==> config.mk <==
export PLATFORM = sky130hd
export DESIGN_NAME = line_buffer_5x5
export DESIGN_NICKNAME = d
export VERILOG_FILES = /design/src/rtl/line_buffer_5x5.sv
export SDC_FILE = /design/constraint.sdc
export NUM_CORES = 1
export LEC_CHECK = 0
export CAP_MARGIN = 20
export CORE_MARGIN = 1
export CORE_UTILIZATION = 59
export DETAILED_ROUTE_END_ITERATION = 10
export PLACE_DENSITY_LB_ADDON = 0.3
export SYNTH_ARGS = -nofsm -noshare
export SYNTH_HDL_FRONTEND = slang
export SYNTH_SLANG_ARGS = --single-unit
==> constraint.sdc <==
create_clock -name clk -period 4.2 [get_ports clk]
set_input_delay 0.84 -clock clk [delete_from_list [all_inputs] [get_ports clk]]
set_output_delay 0.84 -clock clk [all_outputs]
set_load 0.005 [all_outputs]
==> src/rtl/line_buffer_5x5.sv <==
// Producer side of a 5x5 window: four line delays turn one raster pixel stream into
// five vertically aligned row taps (S1 = row r-4 ... S5 = row r) for the window buffer.
module line_buffer_5x5 #(
  parameter int COLS       = 7,
  parameter int ROWS       = 7,
  parameter int DATA_WIDTH = 8
) (
  input  logic                  clk,
  input  logic                  rst,
  input  logic                  done_i,
  input  logic [DATA_WIDTH-1:0] data_i,
  output logic [DATA_WIDTH-1:0] S1_o,
  output logic [DATA_WIDTH-1:0] S2_o,
  output logic [DATA_WIDTH-1:0] S3_o,
  output logic [DATA_WIDTH-1:0] S4_o,
  output logic [DATA_WIDTH-1:0] S5_o,
  output logic                  done_o,
  output logic                  progress_done_o,
  output logic                  fsm_state
);

  localparam int CW = (COLS > 1) ? $clog2(COLS) : 1;
  localparam int RW = (ROWS > 1) ? $clog2(ROWS) : 1;

  // Handshake: a pixel is accepted on any rising edge with done_i=1 and rst=0; there is
  // no back-pressure. done_o=1 marks the cycle in which S1..S5 form a valid column.
  typedef enum logic {
    FILL   = 1'b0,
    STREAM = 1'b1
  } state_t;

  state_t          state;
  state_t          state_next;
  logic [CW-1:0]   col;
  logic [CW-1:0]   col_next;
  logic [RW-1:0]   row;
  logic [RW-1:0]   row_next;
  logic            last_col;
  logic            last_row;
  logic            fill_row;
  logic            done_next;
  logic            prog_next;

  logic [DATA_WIDTH-1:0] l1 [COLS];
  logic [DATA_WIDTH-1:0] l2 [COLS];
  logic [DATA_WIDTH-1:0] l3 [COLS];
  logic [DATA_WIDTH-1:0] l4 [COLS];

  always_comb begin
    last_col = (col == CW'(COLS - 1));
    last_row = (row == RW'(ROWS - 1));
    fill_row = (row == RW'(3));
  end

  // State register
  always_ff @(posedge clk) begin
    if (rst) begin
      state <= FILL;
    end else begin
      state <= state_next;
    end
  end

  // Next-state logic: leave FILL after the last pixel of row 3, return after the frame
  always_comb begin
    state_next = state;
    case (state)
      FILL: begin
        if (done_i && last_col && fill_row) begin
          state_next = STREAM;
        end
      end
      STREAM: begin
        if (done_i && last_col && last_row) begin
          state_next = FILL;
        end
      end
      default: state_next = FILL;
    endcase
  end

  // Output logic: values registered into done_o / progress_done_o on the next edge
  always_comb begin
    done_next = done_i && (state == STREAM);
    prog_next = done_next && last_col && last_row;
  end

  assign fsm_state = (state == STREAM);

  // Raster position; wrapping at the frame end lets the next pixel be (0,0) with no bubble
  always_comb begin
    col_next = col;
    row_next = row;
    if (done_i) begin
      if (last_col) begin
        col_next = '0;
        row_next = last_row ? '0 : row + RW'(1);
      end else begin
        col_next = col + CW'(1);
      end
    end
  end

  always_ff @(posedge clk) begin
    if (rst) begin
      col             <= '0;
      row             <= '0;
      done_o          <= 1'b0;
      progress_done_o <= 1'b0;
      S1_o            <= '0;
      S2_o            <= '0;
      S3_o            <= '0;
      S4_o            <= '0;
      S5_o            <= '0;
    end else begin
      col             <= col_next;
      row             <= row_next;
      done_o          <= done_next;
      progress_done_o <= prog_next;
      if (done_i) begin
        S5_o <= data_i;
        S4_o <= l4[col];
        S3_o <= l3[col];
        S2_o <= l2[col];
        S1_o <= l1[col];
      end
    end
  end

  // Line delays share the column pointer; each entry moves up one store per row.
  // Storage is deliberately not reset: stale entries only reach taps while done_o=0.
  always_ff @(posedge clk) begin
    if (done_i && !rst) begin
      l4[col] <= data_i;
      l3[col] <= l4[col];
      l2[col] <= l3[col];
      l1[col] <= l2[col];
    end
  end

endmodule

==> results.txt, run 1 <==
In the final layout, the share of cells above drive strength 1 is 12.91%. The detailed router placed 5877 vias in this run. After global routing the overflow that remains totals 0. First-iteration detailed-routing DRC count: 573. The detail route stage leaves a number of antenna-violating nets equal to 0. Wires add up to 21.92 mm. Setup repair after global routing left no endpoint under its margin. Synthesis inferred 276 register bits.

The tools report the global-route wire length before repair as 33.99 mm. The largest net degree at the start of global routing came out at 54. The synthesized netlist contains 38 unique library cells. Number of placed I/O pins: 54.

Once the floorplan was initialized, standard cells occupied 61.05% of the core. The tools report the placed cell area as 11430 sq um. In this run switching power makes up 22.04% of total power. The run gives 670 as the post-synthesis net count.

The run finished with clean final reports. The area inside the core boundary was 17540 sq um; the slack of the critical path was 1.538 ns. The die extent in y is 136.7 um, and the count of standard-cell rows is 48. The tools report the internal power contribution as 4.513 mW.

At the placement stage, the worst setup path has a slack of 1.256 ns. The DRC violation count after routing came out at 0. The run gives 4.40 ns as the critical path data required time. Routability-driven placement finished with a final weighted congestion of 0.7695.

The buffer count from post-CTS setup fixing came out at 0. Type of element launching the critical path: a flop. After the flow finishes, the layout carries non-filler instances totaling 953. The number of global-route vias before repair was 6029. STA classifies the critical path endpoint as a flop.

The share of synthesized area occupied by flip-flops and latches was 72.55%; the level count of the clock H-tree was 1. In this run, flip-flops and latches consume 54.0% of the power. The logs give 0 for the count of synthesis-stage warnings from yosys and 41.26% for the relative slew slack. The ratio of routed vias to standard cells is 6.167, and the number of placed instances with taps included is 904. Across all hold checks on the routed design, the worst slack comes to 0.4909 ns. Derived from the worst setup path, the maximum achievable clock frequency is 375.7 MHz.

The number of antenna diodes in the final layout is 0. The finished cells cover 12250 sq um. For the worst flop-to-flop path, the logic depth is 3. Logic gate share of total power: 7.2%.

In this run the worst path has a maximum fanout of 19. The worst hold path was traced through 2 stages. At the end of the flow, the number of nets in the layout was 720. For the half-perimeter wire length after placement, the log shows 12.43 mm. The instance count of the mapped netlist was 658. Relative to the synthesized area, the layout overhead comes to 14.43%. In the global route stage, overall resource usage came out at 24.56%. The maximum buffer depth of the clock tree came out at 3. In this run the static leakage power is 3.986 nW. The number of gates resized after CTS was 0; the worst endpoint data arrival time was 2.87 ns. Cells fill 69.86% of the core in the end. After synthesis the cells add up to 10710 sq um. The worst setup path is of the flop to flop kind. The run gives 0.53 ns as the insertion delay to the later sink of the worst-skew pair.

The clock network fraction of total power was 38.8%. The number of setup violations in the final report was 0. TritonCTS built the clock tree. Number of detailed-route iterations in the first pass: 4.

The final hold violation count is 0, and the clock sink total is 276. The worst-case register-to-register setup slack came out at 1.54 ns. The total count of max-transition violations in the final report came out at 0. The capture instance of the worst register-to-register path was l2[5][6]. The clock edge transition at the registers on the reported setup and hold paths was 0.06 ns. The die covers 18690 sq um. The total of buffers placed on input and output ports is 53, and the setup TNS is 0 ns. Measured along the x axis, the die boundary spans 136.7 um.

The slew at the pin with the worst max-slew slack is 0.8798 ns, and the total power is 5.789 mW. The start of the worst register-to-register path was col[0]. The synthesized area divided by synthesized cell count is 16.27 sq um, and the number of violations of the max-capacitance limit is 0.

Hold-critical path endpoint: S5_o[0]. The clock arrives with 0.007953 ns of skew. The tightest min-delay check is of the flop to flop type. The clock root buffer is clkbuf_16. Subtracting the final worst setup slack from the clock period gives 2.662 ns. The run gives 1.276 mW as the switching component of the power. The initial antenna violation count was 0. Across the VDD grid, the largest voltage drop is 0.0003335 V. The number of buffers inserted during clock tree synthesis was 27; the number of hold-repair buffers added at the cts stage was 0. The worst path uses 63.37% of the clock period.

In this run the power density over the cells is 472.5 nW/um^2. After detailed routing, the average wire length per cell comes to 23.00 um. In this run the most critical hold path is launched from S5_o[0].
==> sequential cells by signal, indices dropped and copies added (netlist names), 56 cells and up, named ones only <==
signal and flops:
l2 56, l4 56, l3 56, l1 56
==> logic make-up after synthesis <==
group,share of synthesized area [%]
flip-flops,72.55
AND/OR/NAND/NOR,5.528
AO/OA/AOI/OAI,9.150
multiplexers,10.10
buffers and inverters,2.477
XOR/XNOR,0.08182
adder cells (fa/ha/maj),0.1168
==> layer usage <==
layer | wire (um) | GRT usage [%] | vias to the layer above
li1 | - | - | 2661
met4 | 536 | 8.333 | 0
met2 | 10840 | 40.61 | 231
met3 | 1425 | 4.556 | 42
met1 | 9117 | 32.85 | 2943
met5 | 0 | 0 | -
==> power by group through the flow <==
stage	logic, mW	clock network, mW	registers [mW]
2_1_floorplan	0.280	0	3.15
3_3_place_gp	0.399	0	3.18
6_report	0.418	2.25	3.13
4_1_cts	0.421	2.28	3.13
5_1_grt	0.454	2.38	3.13
3_5_place_dp	0.417	0	3.18
==> layout make-up <==
type,instances,area (sq um)
multi-input cells,333,2726
well taps,225,281.5
fillers,1145,5285
inverters,2,7.507
repair buffers,68,648.1
flip-flops and latches,276,7771
clock buffers,37,723.2
clock inverters,12,93.84
==> cells in the mapped netlist <==
library cell | number | area share [%]
a21oi_1 | 6 | 0.28
a311oi_1 | 3 | 0.25
a311oi_2 | 21 | 2.9
and2_1 | 1 | 0.058
and3_1 | 1 | 0.058
and3b_1 | 1 | 0.082
and4b_1 | 1 | 0.093
buf_1 | 1 | 0.035
buf_2 | 14 | 0.65
buf_4 | 9 | 0.63
buf_6 | 4 | 0.42
clkbuf_1 | 19 | 0.67
dfxtp_1 | 52 | 9.7
edfxtp_1 | 224 | 63
ha_1 | 1 | 0.12
inv_1 | 2 | 0.070
mux2_1 | 22 | 2.3
mux2_2 | 2 | 0.21
mux2i_1 | 81 | 7.6
nand2_1 | 30 | 1.1
nand2b_1 | 27 | 1.6
nand3_1 | 9 | 0.42
nand3b_1 | 2 | 0.14
nand4b_1 | 1 | 0.082
nand4b_2 | 1 | 0.14
nor2_1 | 41 | 1.4
nor3_1 | 1 | 0.047
o211ai_1 | 32 | 2.2
o21ai_0 | 2 | 0.093
o221a_1 | 2 | 0.21
o221a_2 | 6 | 0.63
o22a_1 | 24 | 2.0
o22ai_1 | 8 | 0.47
o31ai_1 | 1 | 0.070
or2_1 | 2 | 0.12
or3_1 | 1 | 0.058
or3b_1 | 2 | 0.16
xor2_1 | 1 | 0.082
==> worst max path at each step <==
stage / startpoint / to / slack, ns / cells past startpoint
after floorplan: done_i / l1[2][0] / 1.01 / 4
after global placement: rst / l2[6][0] / 1.32 / 5
after detailed placement: rst / l3[6][7] / 1.26 / 5
after CTS: col[0] / l1[5][5] / 1.53 / 3
after global routing: col[0] / l1[5][4] / 1.46 / 3
final: col[0] / l2[5][6] / 1.54 / 3
==> critical path: stages (launching register included) <==
cell	delay (ns)
dfxtp_1	0.89
nand3_1	0.45
nor2_4	0.55
buf_4	0.42
==> layout by cell type (no fill, tap or decap), drive strengths merged, types with 27 or more instances in the layout <==
cell type / count
edfxtp: 224
mux2i: 81
dfxtp: 52
clkdlybuf4s50: 51
nor2: 41
clkbuf: 37
o211ai: 32
nand2: 30
nand2b: 27
No activity file was read; power rests on OpenSTA's default activity.
==> run 2: changes to the inputs <==
==> constraint.sdc (replaced) <==
create_clock -name clk -period 2.45 [get_ports clk]
set_input_delay 0.49 -clock clk [delete_from_list [all_inputs] [get_ports clk]]
set_output_delay 0.49 -clock clk [all_outputs]
set_load 0.005 [all_outputs]
==> run 2 against run 1 <==
Combinational power rose by 83%. Design area rose by 2.1%. Setup slack got worse by 1.1 ns. Non-clock buffer count rose by 15. Clock skew rose by 0.0064 ns. Utilization rose by 1.4 points. Critical path depth fell by 2. Sequential share of layout area fell by 1.3 points. Register-to-register slack got worse by 0.91 ns. Routed wire length fell by 2.1%. Critical path type is now flop to output port.
==> results.txt, run 2 (same netlist as run 1, synthesis figures left out) <==
The number of violations of the max-capacitance limit was 0 (unchanged); the final hold violation count was 0 (unchanged). The cell at the slowest stage of the critical path is clkdlybuf4s50_1. The total of buffers placed on input and output ports was 53 (unchanged); the ratio of cells with drive above 1 in the final layout was 14.25% (+1.3 points). Leaving out fill and tap cells, the most frequent cell in the layout is edfxtp_1. The final weighted congestion in routability-driven placement was 0.7328 (-4.8%); the wire length on met3 was 1.237 mm (-13%).

The buffer count from post-CTS setup fixing is 0 (unchanged). The total global-route track usage came out at 24.44% (-0.12 points). The flow ran to the end, and the final reports show no timing, DRC or antenna violations. The initial cell density of the core is 61.05% (unchanged).

Placed cell area: 11650 sq um (+1.9%). The type of element launching the critical path was a flop. The clock edge transition at the registers on the reported setup and hold paths works out to 0.06 ns (about the same). The logs give 9.038 mm (-0.87%) for the detailed-route wire length on metal 1 and 0 (unchanged) for the total count of max-transition violations in the final report.

The average detailed-routed wire length per instance was 22.16 um (-3.7%); the clock sink total was 276 (unchanged). The kind of cell with the highest combined delay along the critical path is buffers and inverters. The run gives 0.4709 ns (-1.067 ns) as the slack of the critical path. The type of element capturing the critical path was an output port. The power density normalized to cell area is 802.0 nW/um^2 (+70%). For the setup clock skew after layout, the log shows 0.01440 ns (+0.006443 ns).

The maximum clock frequency is 505.3 MHz, and the area inside the core boundary is 17540 sq um (unchanged). TritonCTS built the clock tree. Ratio of routed vias to standard cells: 6.006 (-2.6%).

The largest net degree at the start of global routing came out at 74 (+37%). The tools report the global-route wire length before repair as 33.70 mm (-0.85%). The run gives 1.96 ns (-2.44 ns) as the critical path data required time. For the number of detailed-route iterations in the first pass, the log shows 5 (+1). The count of non-filler cells in the finished layout was 969 (+1.7%); the maximum buffer depth of the clock tree was 3 (unchanged). Highest ir drop seen on vdd: 0.0006055 V (+82%). The horizontal die dimension is 136.7 um (unchanged), and the maximum cell stage delay along the critical path is 0.54 ns (-0.35 ns). The number of gates resized after CTS is 0 (unchanged).

The number of hold-repair buffers added at the cts stage was 0 (unchanged); the portion of the clock cycle consumed by the worst path in the final layout was 80.78%. Setup repair after global routing left no endpoint under its margin. Total wirelength of the detailed-routed design: 21.47 mm (-2.1%). The cell sitting at the root of the clock tree is a clkbuf_16. The path class of the tightest hold or removal check is input pin to flop. The antenna violation net count after detailed routing was 0 (unchanged).

The tools report the static leakage as 4.097 nW (+2.8%). The number of placed instances with taps included was 919 (+1.7%). Count of standard-cell rows: 48 (unchanged). The tools report the number of nets in the layout as 735 (+2.1%). The worst hold margin is 0.3002 ns (-0.1907 ns).

The buffers plus inverters on the worst setup path works out to 1 (unchanged). For the DRC violation count after routing, the log shows 0 (unchanged). The total power was 10.03 mW (+73%); the slew at the pin with the worst max-slew slack was 0.7246 ns (-0.1553 ns). The detailed route wirelength on metal2 was 10.63 mm (-2.0%). The maximum fanout count along the critical path is 2 (-17). The total grt overflow was 0 (unchanged). The number of placed I/O pins came out at 54 (unchanged).

The level count of the clock H-tree came out at 1 (unchanged). Walking the worst path, the cells encountered are clkdlybuf4s50_1. The logs give 6031 (+0.033%) for the number of global-route vias before repair and 12500 sq um (+2.1%) for the summed area of non-filler cells in the final layout. In this run the top signal layer used is met4.

The number of buffers inserted during clock tree synthesis is 27 (unchanged). For the worst endpoint data arrival time, the log shows 1.49 ns (-1.38 ns). The run gives 1129 (-1.4%) as the fill cell instance count of the final layout.

The shortest period the worst path allows was 1.979 ns. The top cell types in the final layout, fill and taps aside, are edfxtp_1, mux2i_1, dfxtp_1, clkdlybuf4s50_1, nor2_1. The run gives 0 (unchanged) as the final antenna diode count.

Critical setup path kind: flop to output port. The total number of vias came out at 5820 (-0.97%). Compared with the post-synthesis result, the final layout area differs by 16.78%.

The post-placement setup slack is 0.4112 ns (-0.8445 ns), and the die extent in y is 136.7 um (unchanged). The first-iteration detailed-routing DRC count is 341 (-40%). The half-perimeter wire length after placement is 12.10 mm (-2.6%), and the insertion delay to the later sink of the worst-skew pair is 0.53 ns (about the same). The number of setup violations in the final report came out at 0 (unchanged). The logs give 18690 sq um (unchanged) for the floorplan die area and 51.69% (+10 points) for the relative slew slack.

The initial antenna violation count is 0 (unchanged).
==> run 2: final cells by class <==
type	count	area, sq um	share of cell area (%)
repair buffers	83	860.8	6.885
inverters	2	7.507	0.06004
flip-flops and latches	276	7771	62.15
clock buffers	38	726.9	5.814
multi-input cells	333	2726	21.81
clock inverters	12	128.9	1.031
well taps	225	281.5	2.252
==> run 2: routing by layer <==
layer	GRT usage [%]	up-vias
met3	3.852	44
li1	-	2691
met5	0	-
met2	41.43	190
met1	32.36	2895
met4	8.025	0
==> run 2: worst paths after layout <==
check,from,end,slack [ns],cells past startpoint
max,S2_o[5],S2_o[5],0.47,1
max reg2reg,flop,l1[5][6],0.63,4
min reg2reg,S5_o[4],S5_o[4],0.49,2
min,done_i,done_o,0.30,2
==> run 2: through the flow <==
| stage | util (%) | TNS [ns] |
|---|---|---|
| finish | 71.30 | 0 |
| global route | 71.30 | 0 |
| CTS | 71.30 | 0 |
| detailed placement | 66.42 | 0 |
| global placement | 66.42 | 0 |
| floorplan | - | -85.08 |
==> run 2: where the power goes <==
part	switching, mW	internal, mW
logic	0.439	0.327
registers	0.0621	5.26
clock network	1.65	2.30
total	2.15	7.88
==> run 3: changes to the inputs <==
--- a/config.mk
+++ b/config.mk
@@ -7,7 +7,7 @@
 export LEC_CHECK = 0
 export CAP_MARGIN = 20
 export CORE_MARGIN = 1
-export CORE_UTILIZATION = 59
+export CORE_UTILIZATION = 54
 export DETAILED_ROUTE_END_ITERATION = 10
 export PLACE_DENSITY_LB_ADDON = 0.3
 export SYNTH_ARGS = -nofsm -noshare
==> constraint.sdc (replaced) <==
create_clock -name clk -period 1.7 [get_ports clk]
set_input_delay 0.34 -clock clk [delete_from_list [all_inputs] [get_ports clk]]
set_output_delay 0.34 -clock clk [all_outputs]
set_load 0.005 [all_outputs]
==> run 3 against run 2 <==
Via count up 3.1%. Die area rose by 9.1%. Final cell count grew 8.2%. Power grew 48%. Utilization shrank 3.8 points. Setup slack lost 0.42 ns. Sequential share of layout area decreased by 2.7 points. Critical path type is now flop to flop.
==> results.txt, run 3 (same netlist as run 1, synthesis figures left out) <==
Cell at the slowest stage of the critical path: dfxtp_4. The power density normalized to cell area was 1129 nW/um^2 (+41%); the maximum clock frequency was 608.0 MHz. The first-iteration detailed-routing DRC count is 410 (+20%), and the maximum fanout count along the critical path is 14 (+12). The relative slew slack is 52.50% (+0.80 points), and the die extent in y is 142.8 um (+4.5%). The floorplan die area is 20390 sq um (+9.1%).

The detailed-route wire length on metal 1 was 9.590 mm (+6.1%). The final weighted congestion in routability-driven placement came out at 0.7586 (+3.5%). The summed area of non-filler cells in the final layout is 13130 sq um (+5.0%). The critical path data required time came out at 1.92 ns (-0.04 ns). The library cell used most frequently in the layout, excluding fill and tap cells, is edfxtp_1.

The tools report the setup clock skew after layout as 0.01024 ns (-0.004155 ns). The ratio of routed vias to standard cells works out to 5.724 (-4.7%). Walking the worst path, the cells encountered are buf_12 -> mux2_1 -> o211ai_1 -> nand2_1.

The slew at the pin with the worst max-slew slack is 0.7126 ns (-0.01201 ns), and the number of violations of the max-capacitance limit is 0 (unchanged). Worst-case register-to-register setup slack: 0.06 ns (-0.57 ns). The maximum cell stage delay along the critical path is 0.43 ns (-0.11 ns).

The run gives 0.0009431 V (+56%) as the highest ir drop seen on vdd. In the layout the commonest cells are edfxtp_1, mux2i_1, buf_4. The total number of vias was 5999 (+3.1%); the final antenna diode count was 0 (unchanged).

Number of setup violations in the final report: 0 (unchanged). The number of detailed-route iterations in the first pass came out at 5 (unchanged). Dividing the final minimum period by the clock period gives 96.76%. The worst setup path is launched from a flop. The logs give 1.207 mm (-2.4%) for the wire length on met3 and 1048 (+8.2%) for the count of non-filler cells in the finished layout.

Antenna violation net count after detailed routing: 0 (unchanged). The run gives 0 (unchanged) as the total grt overflow. The count of cells along the worst register-to-register path came out at 4 (unchanged).

Number of buffers inserted during clock tree synthesis: 27 (unchanged). Setup repair after global routing left no endpoint under its margin. The uppermost layer routed was met4.

The logs give 22.68% (-1.8 points) for the total global-route track usage and 0 (unchanged) for the total count of max-transition violations in the final report. Static leakage: 4.644 nW (+13%). The flow ran to the end, and the final reports show no timing, DRC or antenna violations.

The fill cell instance count of the final layout is 1285 (+14%). The horizontal die dimension was 142.8 um (+4.5%); the half-perimeter wire length after placement was 13.00 mm (+7.5%). The maximum buffer depth of the clock tree is 3 (unchanged), and the DRC violation count after routing is 0 (unchanged). The largest net degree at the start of global routing came out at 49 (-34%).

The type of element capturing the critical path was a flop. The run gives 1 (unchanged) as the level count of the clock H-tree. The path class of the tightest hold or removal check is input pin to flop. The number of hold-repair buffers added at the cts stage was 0 (unchanged). The tools report the number of nets in the layout as 775 (+5.4%). The number of placed instances with taps included was 972 (+5.8%).

The relative area change from synthesis to final layout works out to 22.61%. The total of buffers placed on input and output ports came out at 53 (unchanged). The initial cell density of the core came out at 55.01% (-6.0 points).

Clock root buffer: clkbuf_16. The tools report the final hold violation count as 0 (unchanged). The area inside the core boundary was 19460 sq um (+11%); the worst endpoint data arrival time was 1.87 ns (+0.38 ns). The total wirelength of the detailed-routed design was 22.35 mm (+4.1%). The run gives 276 (unchanged) as the clock sink total. TritonCTS built the clock tree. The total power is 14.83 mW (+48%), and the average detailed-routed wire length per instance is 21.33 um (-3.7%). For the finished layout, the period the worst path requires is 1.645 ns. The detailed route wirelength on metal2 was 11.10 mm (+4.5%). The global-route wire length before repair was 33.91 mm (+0.64%). The ratio of cells with drive above 1 in the final layout was 24.65% (+10 points). The critical setup path kind is flop to flop. The initial antenna violation count was 0 (unchanged). The count of standard-cell rows was 51 (+6.3%); the hold-critical path depth was 2 (unchanged).

The logs give 11970 sq um (+2.8%) for the placed cell area and 54 (unchanged) for the number of placed I/O pins. The clock edge transition at the registers on the reported setup and hold paths is 0.06 ns (about the same), and the number of global-route vias before repair is 6043 (+0.20%). The run gives 0.52 ns (about the same) as the insertion delay to the later sink of the worst-skew pair.
run 3: worst max-delay path: cells and delay by family, from the launching register on:
kind	cells	cell delay, ns
muxes	1	0.33
and+or+nand+nor	1	0.20
buffers and inverters	1	0.16
DFF	1	0.43
AOI/OAI and AO/OA	1	0.22
run 3: final timing paths:
check | startpoint | endpoint
max | flop | l2[5][4]
min reg2reg | row[2] | row[2]
max reg2reg | flop | l2[5][4]
min | done_i | done_o
run 3: timing repair:
item	CTS	global route
buffers inserted	4	23
gates resized for setup	58	28
setup endpoints to repair	60	149
pin swaps	1	10
run 3: metrics by stage:
stage                     hold slack (ns)  setup WS [ns]  util, %  setup TNS, ns
after floorplan                    0.4389        -0.2277        -         -45.33
after global routing               0.1669       0.003181    67.45              0
after global placement             0.4733        0.03432    61.50              0
after CTS                          0.1685      0.0002428    66.20              0
after detailed placement           0.4823       -0.04366    61.50        -0.3357
final                              0.1805        0.05513    67.45              0
run 3: metal layers:
layer | vias up | GRT usage [%]
met1 | 3005 | 30.24
met3 | 43 | 3.421
met2 | 184 | 38.18
li1 | 2767 | -
met4 | 0 | 7.753
met5 | - | 0
run 3: power by group:
| part | switching (mW) | internal (mW) |
|---|---|---|
| combinational | 0.671 | 0.540 |
| clock | 2.39 | 3.56 |
| sequential | 0.0915 | 7.58 |
run 3: final cells by class:
cell class	instances	area, sq um	share of cell area [%]
multi-input cells	333	2781	21.19
clock buffers	32	704.4	5.366
well taps	265	331.6	2.526
repair buffers	123	1316	10.03
clock inverters	17	185.2	1.411
flip-flops and latches	276	7801	59.43
inverters	2	7.507	0.05719
